--- src/rtl/i2c_pkg.sv ---
// Shared I2C controller types: receiver state encoding, ACK/NAK line levels,
// and a majority-vote helper for the optional SDA glitch filter.
package i2c_pkg;

  typedef enum logic [1:0] {
    kIdle    = 2'd0,
    kReceive = 2'd1,
    kAck     = 2'd2
  } rx_state_t;

  localparam logic kI2cAck = 1'b0;
  localparam logic kI2cNak = 1'b1;

  function automatic logic maj3(input logic [2:0] v);
    return (v[0] & v[1]) | (v[0] & v[2]) | (v[1] & v[2]);
  endfunction

endpackage

--- src/rtl/i2c_if.sv ---
// Shared I2C bus: sda_i is the resolved line level, sda_oe=1 pulls SDA low
// (open drain, never driven high); the pad or board pull-up resolves the wire.
interface i2c_if;
  logic scl;
  logic sda_i;
  logic sda_oe;

  modport ctrl_rx (input scl, input sda_i, output sda_oe);
  modport periph  (input scl, input sda_oe, output sda_i);
endinterface

--- src/rtl/i2c_edge_det.sv ---
// SCL edge detector and SDA sampler; RX_GLITCH_FILTER_EN adds a 2-sample SCL
// agreement filter and 3-stage SDA majority vote (+2 clocks of edge latency).
module i2c_edge_det
  import i2c_pkg::*;
(
  input  logic clk,
  input  logic rstn,
  input  logic scl_i,
  input  logic sda_i,
  output logic rise_o,
  output logic fall_o,
  output logic sda_o
);

`ifdef RX_GLITCH_FILTER_EN
  logic [1:0] scl_sync_q;
  logic       scl_f_q;
  logic       scl_f_d;
  logic [2:0] sda_sr_q;

  always_ff @(posedge clk or negedge rstn) begin
    if (!rstn) begin
      scl_sync_q <= 2'b11;
      scl_f_q    <= 1'b1;
      sda_sr_q   <= 3'b111;
    end else begin
      scl_sync_q <= {scl_sync_q[0], scl_i};
      scl_f_q    <= scl_f_d;
      sda_sr_q   <= {sda_sr_q[1:0], sda_i};
    end
  end

  // Filtered level only moves once two consecutive samples agree.
  always_comb begin
    scl_f_d = (scl_sync_q[0] == scl_sync_q[1]) ? scl_sync_q[0] : scl_f_q;
    rise_o  = scl_f_d & ~scl_f_q;
    fall_o  = ~scl_f_d & scl_f_q;
    sda_o   = maj3(sda_sr_q);
  end
`else
  logic scl_q;

  always_ff @(posedge clk or negedge rstn) begin
    if (!rstn) begin
      scl_q <= 1'b1;
    end else begin
      scl_q <= scl_i;
    end
  end

  always_comb begin
    rise_o = scl_i & ~scl_q;
    fall_o = ~scl_i & scl_q;
    sda_o  = sda_i;
  end
`endif

endmodule

--- src/rtl/i2c_rx.sv ---
// Controller-side I2C byte receiver: MSB-first byte assembly, ACK/NAK on the 9th clock,
// SCL stall timeout. Optional RX_GLITCH_FILTER_EN input filtering lives in i2c_edge_det.
module i2c_rx
  import i2c_pkg::*;
#(
  parameter int CLK_FREQ    = 50_000_000,
  parameter int CLK_DIV     = CLK_FREQ / 100_000,
  parameter int TIMEOUT_CYC = 4 * CLK_DIV,
  parameter int TO_LEN      = $clog2(TIMEOUT_CYC + 1)
) (
  input  logic         clk,
  input  logic         rstn,
  i2c_if.ctrl_rx       i2c,
  input  logic         rx,
  input  logic         nack_last,
  output logic [7:0]   data,
  output logic         data_valid,
  output logic         busy,
  output logic         err
);

  localparam logic [TO_LEN-1:0] kToMax = TO_LEN'(TIMEOUT_CYC - 1);

  rx_state_t         state_q, state_d;
  logic [2:0]        cnt_q, cnt_d;
  logic [7:0]        shreg_q, shreg_d;
  logic [7:0]        data_q, data_d;
  logic              dvld_q, dvld_d;
  logic              ack_drive_q, ack_drive_d;
  logic              err_q, err_d;
  logic [TO_LEN-1:0] to_cnt_q, to_cnt_d;

  logic scl_rise;
  logic scl_fall;
  logic sda_smp;
  logic resp;

  i2c_edge_det u_edge (
    .clk    (clk),
    .rstn   (rstn),
    .scl_i  (i2c.scl),
    .sda_i  (i2c.sda_i),
    .rise_o (scl_rise),
    .fall_o (scl_fall),
    .sda_o  (sda_smp)
  );

  always_ff @(posedge clk or negedge rstn) begin
    if (!rstn) begin
      state_q     <= kIdle;
      cnt_q       <= 3'd7;
      shreg_q     <= 8'h00;
      data_q      <= 8'h00;
      dvld_q      <= 1'b0;
      ack_drive_q <= 1'b0;
      err_q       <= 1'b0;
      to_cnt_q    <= '0;
    end else begin
      state_q     <= state_d;
      cnt_q       <= cnt_d;
      shreg_q     <= shreg_d;
      data_q      <= data_d;
      dvld_q      <= dvld_d;
      ack_drive_q <= ack_drive_d;
      err_q       <= err_d;
      to_cnt_q    <= to_cnt_d;
    end
  end

  always_comb begin
    state_d     = state_q;
    cnt_d       = cnt_q;
    shreg_d     = shreg_q;
    data_d      = data_q;
    dvld_d      = 1'b0;
    ack_drive_d = ack_drive_q;
    err_d       = err_q;
    to_cnt_d    = '0;
    resp        = nack_last ? kI2cNak : kI2cAck;

    if (state_q != kIdle) begin
      to_cnt_d = (scl_rise || scl_fall) ? '0 : to_cnt_q + TO_LEN'(1);
    end

    case (state_q)
      kIdle: begin
        if (!rx && !i2c.scl) begin
          state_d = kReceive;
          cnt_d   = 3'd7;
          shreg_d = 8'h00;
          err_d   = 1'b0;
        end
      end
      kReceive: begin
        if (scl_rise) begin
          shreg_d[cnt_q] = sda_smp;
        end
        if (scl_fall) begin
          if (cnt_q == 3'd0) begin
            state_d     = kAck;
            data_d      = shreg_q;
            dvld_d      = 1'b1;
            ack_drive_d = (resp == kI2cAck);
          end else begin
            cnt_d = cnt_q - 3'd1;
          end
        end
      end
      kAck: begin
        if (scl_fall) begin
          if (ack_drive_q && !rx) begin
            state_d = kReceive;
            cnt_d   = 3'd7;
            shreg_d = 8'h00;
          end else begin
            state_d = kIdle;
          end
        end
      end
      default: state_d = kIdle;
    endcase

    // A stalled bus abandons the byte without publishing it.
    if (state_q != kIdle && to_cnt_q == kToMax) begin
      state_d  = kIdle;
      err_d    = 1'b1;
      dvld_d   = 1'b0;
      data_d   = data_q;
      to_cnt_d = '0;
    end
  end

  assign i2c.sda_oe = (state_q == kAck) && ack_drive_q;
  assign data       = data_q;
  assign data_valid = dvld_q;
  assign busy       = (state_q != kIdle);
  assign err        = err_q;

endmodule

--- src/flat_wrapper.sv ---
// flat-port wrapper written by rule: the top's interface ports become plain ports
module i2c_rx_flat import i2c_pkg::*;
#(
  parameter int CLK_FREQ    = 50_000_000,
  parameter int CLK_DIV     = CLK_FREQ / 100_000,
  parameter int TIMEOUT_CYC = 4 * CLK_DIV,
  parameter int TO_LEN      = $clog2(TIMEOUT_CYC + 1)
)
  (clk, rstn, rx, nack_last, data, data_valid, busy, err, i2c_scl, i2c_sda_i, i2c_sda_oe);
  i2c_if i2c_i ();
  input  logic clk;
  input  logic rstn;
  input  logic rx;
  input  logic nack_last;
  output logic [7:0] data;
  output logic data_valid;
  output logic busy;
  output logic err;
  input wire logic [$bits(i2c_i.scl)-1:0] i2c_scl;
  input wire logic [$bits(i2c_i.sda_i)-1:0] i2c_sda_i;
  output wire logic [$bits(i2c_i.sda_oe)-1:0] i2c_sda_oe;
  assign i2c_i.scl = i2c_scl;
  assign i2c_i.sda_i = i2c_sda_i;
  assign i2c_sda_oe = i2c_i.sda_oe;
  i2c_rx #(.CLK_FREQ(CLK_FREQ), .CLK_DIV(CLK_DIV), .TIMEOUT_CYC(TIMEOUT_CYC), .TO_LEN(TO_LEN)) u_core (.clk(clk), .rstn(rstn), .i2c(i2c_i), .rx(rx), .nack_last(nack_last), .data(data), .data_valid(data_valid), .busy(busy), .err(err));
endmodule
--- config.mk ---
export PLATFORM = sky130hd
export DESIGN_NAME = i2c_rx_flat
export DESIGN_NICKNAME = d
export VERILOG_FILES = /design/src/rtl/i2c_pkg.sv /design/src/rtl/i2c_if.sv /design/src/rtl/i2c_edge_det.sv /design/src/rtl/i2c_rx.sv /design/src/flat_wrapper.sv
export SDC_FILE = /design/constraint.sdc
export NUM_CORES = 1
export LEC_CHECK = 0
export CORE_MARGIN = 5
export CORE_UTILIZATION = 55
export DETAILED_ROUTE_END_ITERATION = 8
export GPL_TIMING_DRIVEN = 0
export PLACE_DENSITY = 0.78
export SYNTH_ARGS = -nofsm -noshare
export SYNTH_HDL_FRONTEND = slang
export SYNTH_SLANG_ARGS = --single-unit
--- constraint.sdc ---
create_clock -name clk -period 2.3 [get_ports clk]
set_clock_uncertainty 0.1 [all_clocks]
set_input_delay 0.46 -clock clk [delete_from_list [all_inputs] [get_ports clk]]
set_output_delay 0.46 -clock clk [all_outputs]
set_load 0.1 [all_outputs]
==> summary.txt <==
Run status
  – Status: complete, no violations

Place
  – RePlAce Congestion: 0.8494
  – Port Buffer Count: 17
  – Post-DP Area: 0.001978 mm2
  – Post-DP HPWL: 2.446 mm
  – Setup WS pre-CTS: -0.3877 ns

CTS
  – H-tree depth: 2
  – Total CTS buffers: 5
  – Clk pin slew, worst setup/hold paths: 0.11 ns
  – Clock buffer depth: 2
  – Cts repair resizes: 17
  – Hold buffers post-CTS: 0
  – Post-CTS Setup Inserts: 0
  – Clk root buf: clkbuf_4
  – Clk_lat worst skew: 0.35 ns
  – TritonCTS clock tree: done
  – Clock Sinks: 36

Power and ir drop
  – Combinational share of power: 0.351
  – PD cells: between 1000 and 1500 mW/mm2
  – Switching Fraction: 0.3971
  – Peak supply drop: 0.6484 mV
  – Clock Power Share: 0.235
  – Tot Pwr: between 2 and 2.5 mW
  – Static leakage: 0.9775 nW
  – Cell Int Power: 1.300 mW
  – Sequential share of power: 0.414
  – Psw: approximately 860 uW

Job
  – Max-cap violations: 0

Synth
  – Mapped Cells: 171
  – Synth Register Bits: 36
  – Mapped Area: 0.001755 mm2
  – Syn Area/Cell: between 10 and 15 um2
  – Syn_nets: 182
  – Async S/R FF share, synth: 1.000
  – Sequential cell area fraction in the yosys report: 0.5160
  – Most common flop cell mapped by yosys: dfrtp_1
  – Distinct cells, synth: 36
  – EDFF count, synth: 0
  – Ys Warns: 0

Floorplan
  – Die H: 66.50 um
  – CORE AREA: approximately 0.003 mm2
  – I/O pins: 18
  – Die Wd: 66.50 um
  – Die area: 0.004422 mm2
  – Rows: 20
  – Starting Density: 0.5750

Global routing
  – Total GRT Usage: 0.1845
  – Largest net degree at the start of global routing: 37
  – Antenna violations before repair: 0
  – First-pass GRT wire length: 6.023 mm
  – Vias in the first global route: between 1000 and 1500
  – Grt ovf: 0

Critical path
  – Critical Path Start Type: flop
  – R2r startpoint: u_core.to_cnt_q[0]$_DFF_PN0_
  – Crit Path Max Fanout: 7
  – R2R depth: 6
  – Crit Path Category: flop to output port
  – RR Endpoint: u_core.data[7]$_DFFE_PN0P_
  – Worst setup EP type: output port
  – Crit path from: u_core.state_q[1]$_DFFE_PN0P_
  – Arr. time, crit path: 1.64 ns
  – CP required: 1.74 ns
  – R2r setup slk: 0.16 ns
  – CP endpoint: busy

Timing
  – Setup ws final: 0.1041 ns
  – Hold Violations, Final: 0
  – Crit path time final: between 2 and 2.5 ns
  – Rel. slew slack: 0.3632
  – RSZ-0062 raised after global routing: false
  – Peak Freq: 455.4 MHz
  – Worst-Margin Slew: around 0.96 ns
  – Max Slew Vio Count: 0
  – Period utilization: 0.9547
  – Setup violators final: 0
  – WHS: 0.07156 ns

Routing
  – DRC Markers: 0
  – Starting DRT DRC Count: 94
  – Via Count: 1352
  – Antenna Violating Nets Remaining: 0
  – Via density: 5.657
  – Per-cell routed wire length: between 10 and 15 um
  – Total iterations of the first detailed-routing run: 4
  – Final wirelength: roughly 3.5 mm

Finish
  – Share of cells above drive strength 1: 0.1641
  – Final net count: 205
  – Core Util, Final: 0.6725
  – Layout area overhead: 16.96%
  – Post-route cell area: 0.002053 mm2
  – Ant. Diodes: 0

Min path
  – Hold WC Path Type: input port to asynchronous set/reset pin
[routing by layer]
metal | track usage | wire length (um)
met1 | 0.2207 | 1514
met5 | 0 | 0
met3 | 0.04216 | 204
met2 | 0.3061 | 1696
met4 | 0.09898 | 64
[cell usage after synthesis (4+ instances only)]
| cell | number | share of area |
|---|---|---|
| o31ai_1 | 6 | 0.026 |
| inv_1 | 9 | 0.019 |
| nand3_1 | 7 | 0.020 |
| a21oi_1 | 7 | 0.020 |
| nand2b_1 | 4 | 0.014 |
| mux2_2 | 10 | 0.064 |
| dfrtp_1 | 32 | 0.46 |
| dfstp_2 | 4 | 0.060 |
| nor2_1 | 20 | 0.043 |
| o21ai_0 | 8 | 0.023 |
| nand2_1 | 11 | 0.024 |
| ha_1 | 5 | 0.036 |
| a31oi_1 | 4 | 0.014 |
| clkbuf_1 | 5 | 0.011 |
| xnor2_1 | 4 | 0.020 |
[power groups by stage]
stage	sequential (mW)	combinational, mW	clock [mW]
2_1_floorplan	1.05	0.434	0
3_3_place_gp	0.880	0.779	0
3_5_place_dp	0.887	0.796	0
4_1_cts	0.872	0.782	0.516
5_1_grt	0.920	0.819	0.556
6_report	0.893	0.757	0.507
[area by class of cell]
| cell class | count | area, um2 |
|---|---|---|
| clock buffers | 7 | 65.06 |
| plain buffers | 5 | 22.52 |
| inverters | 9 | 33.78 |
| multi-input cells | 120 | 792.0 |
| flip-flops and latches | 36 | 905.9 |
| repair buffers | 17 | 148.9 |
| well taps | 44 | 55.05 |
| clock inverters | 1 | 30.03 |
| fillers | 258 | 999.7 |
[cell families after synthesis]
logic type	synth area share
and+or+nand+nor	0.1846
adders and majority gates	0.03564
AOI/OAI and AO/OA	0.1297
muxes	0.06985
DFF	0.5160
xor gates and xnor gates	0.02994
buffers and inverters	0.03421
[metrics by stage]
step	cells	setup TNS, ns
global route	239	0
CTS	240	0
global placement	232	-4.871
finish	239	0
floorplan	171	0
detailed placement	232	-3.636
[how the worst min path moves through the flow]
| stage | from | end | slack, ns | depth (start not counted) |
|---|---|---|---|---|
| floorplan | rstn | u_core.ack_drive_q$_DFFE_PN0P_ | 0.06 | 0 |
| global placement | u_core.shreg_q[2]$_DFFE_PN0P_ | u_core.shreg_q[2]$_DFFE_PN0P_ | 0.39 | 2 |
| detailed placement | u_core.data[5]$_DFFE_PN0P_ | u_core.data[5]$_DFFE_PN0P_ | 0.39 | 1 |
| CTS | rstn | u_core.shreg_q[2]$_DFFE_PN0P_ | 0.08 | 1 |
| global route | rstn | u_core.to_cnt_q[0]$_DFF_PN0_ | 0.12 | 1 |
| finish | rstn | u_core.shreg_q[2]$_DFFE_PN0P_ | 0.07 | 1 |
[cell usage in the layout, fill, tap and decap left out, types with 5 or more instances in the layout]
master / instances
dfrtp_1: 32
o31ai_1: 6
dlygate4sd2_1: 10
nor2_1: 19
mux2_2: 10
inv_1: 9
clkbuf_4: 5
a21oi_1: 7
nand3_1: 7
o21ai_0: 7
ha_1: 5
nand2_1: 11
[sequential cells by signal, summed over array words and instances (netlist names)]
signal	flops
u_core.ack_drive_q	1
u_core.cnt_q	3
u_core.data	8
u_core.data_valid	1
u_core.err	1
u_core.shreg_q	8
u_core.state_q	2
u_core.to_cnt_q	11
u_core.u_edge.scl_q	1
[worst max-delay path: stages, from the launching register on]
cell and delay [ns]:
dfrtp_1 0.46, or2_2 0.35, clkdlybuf4s15_2 0.47
(Power assumes the default switching activity.)
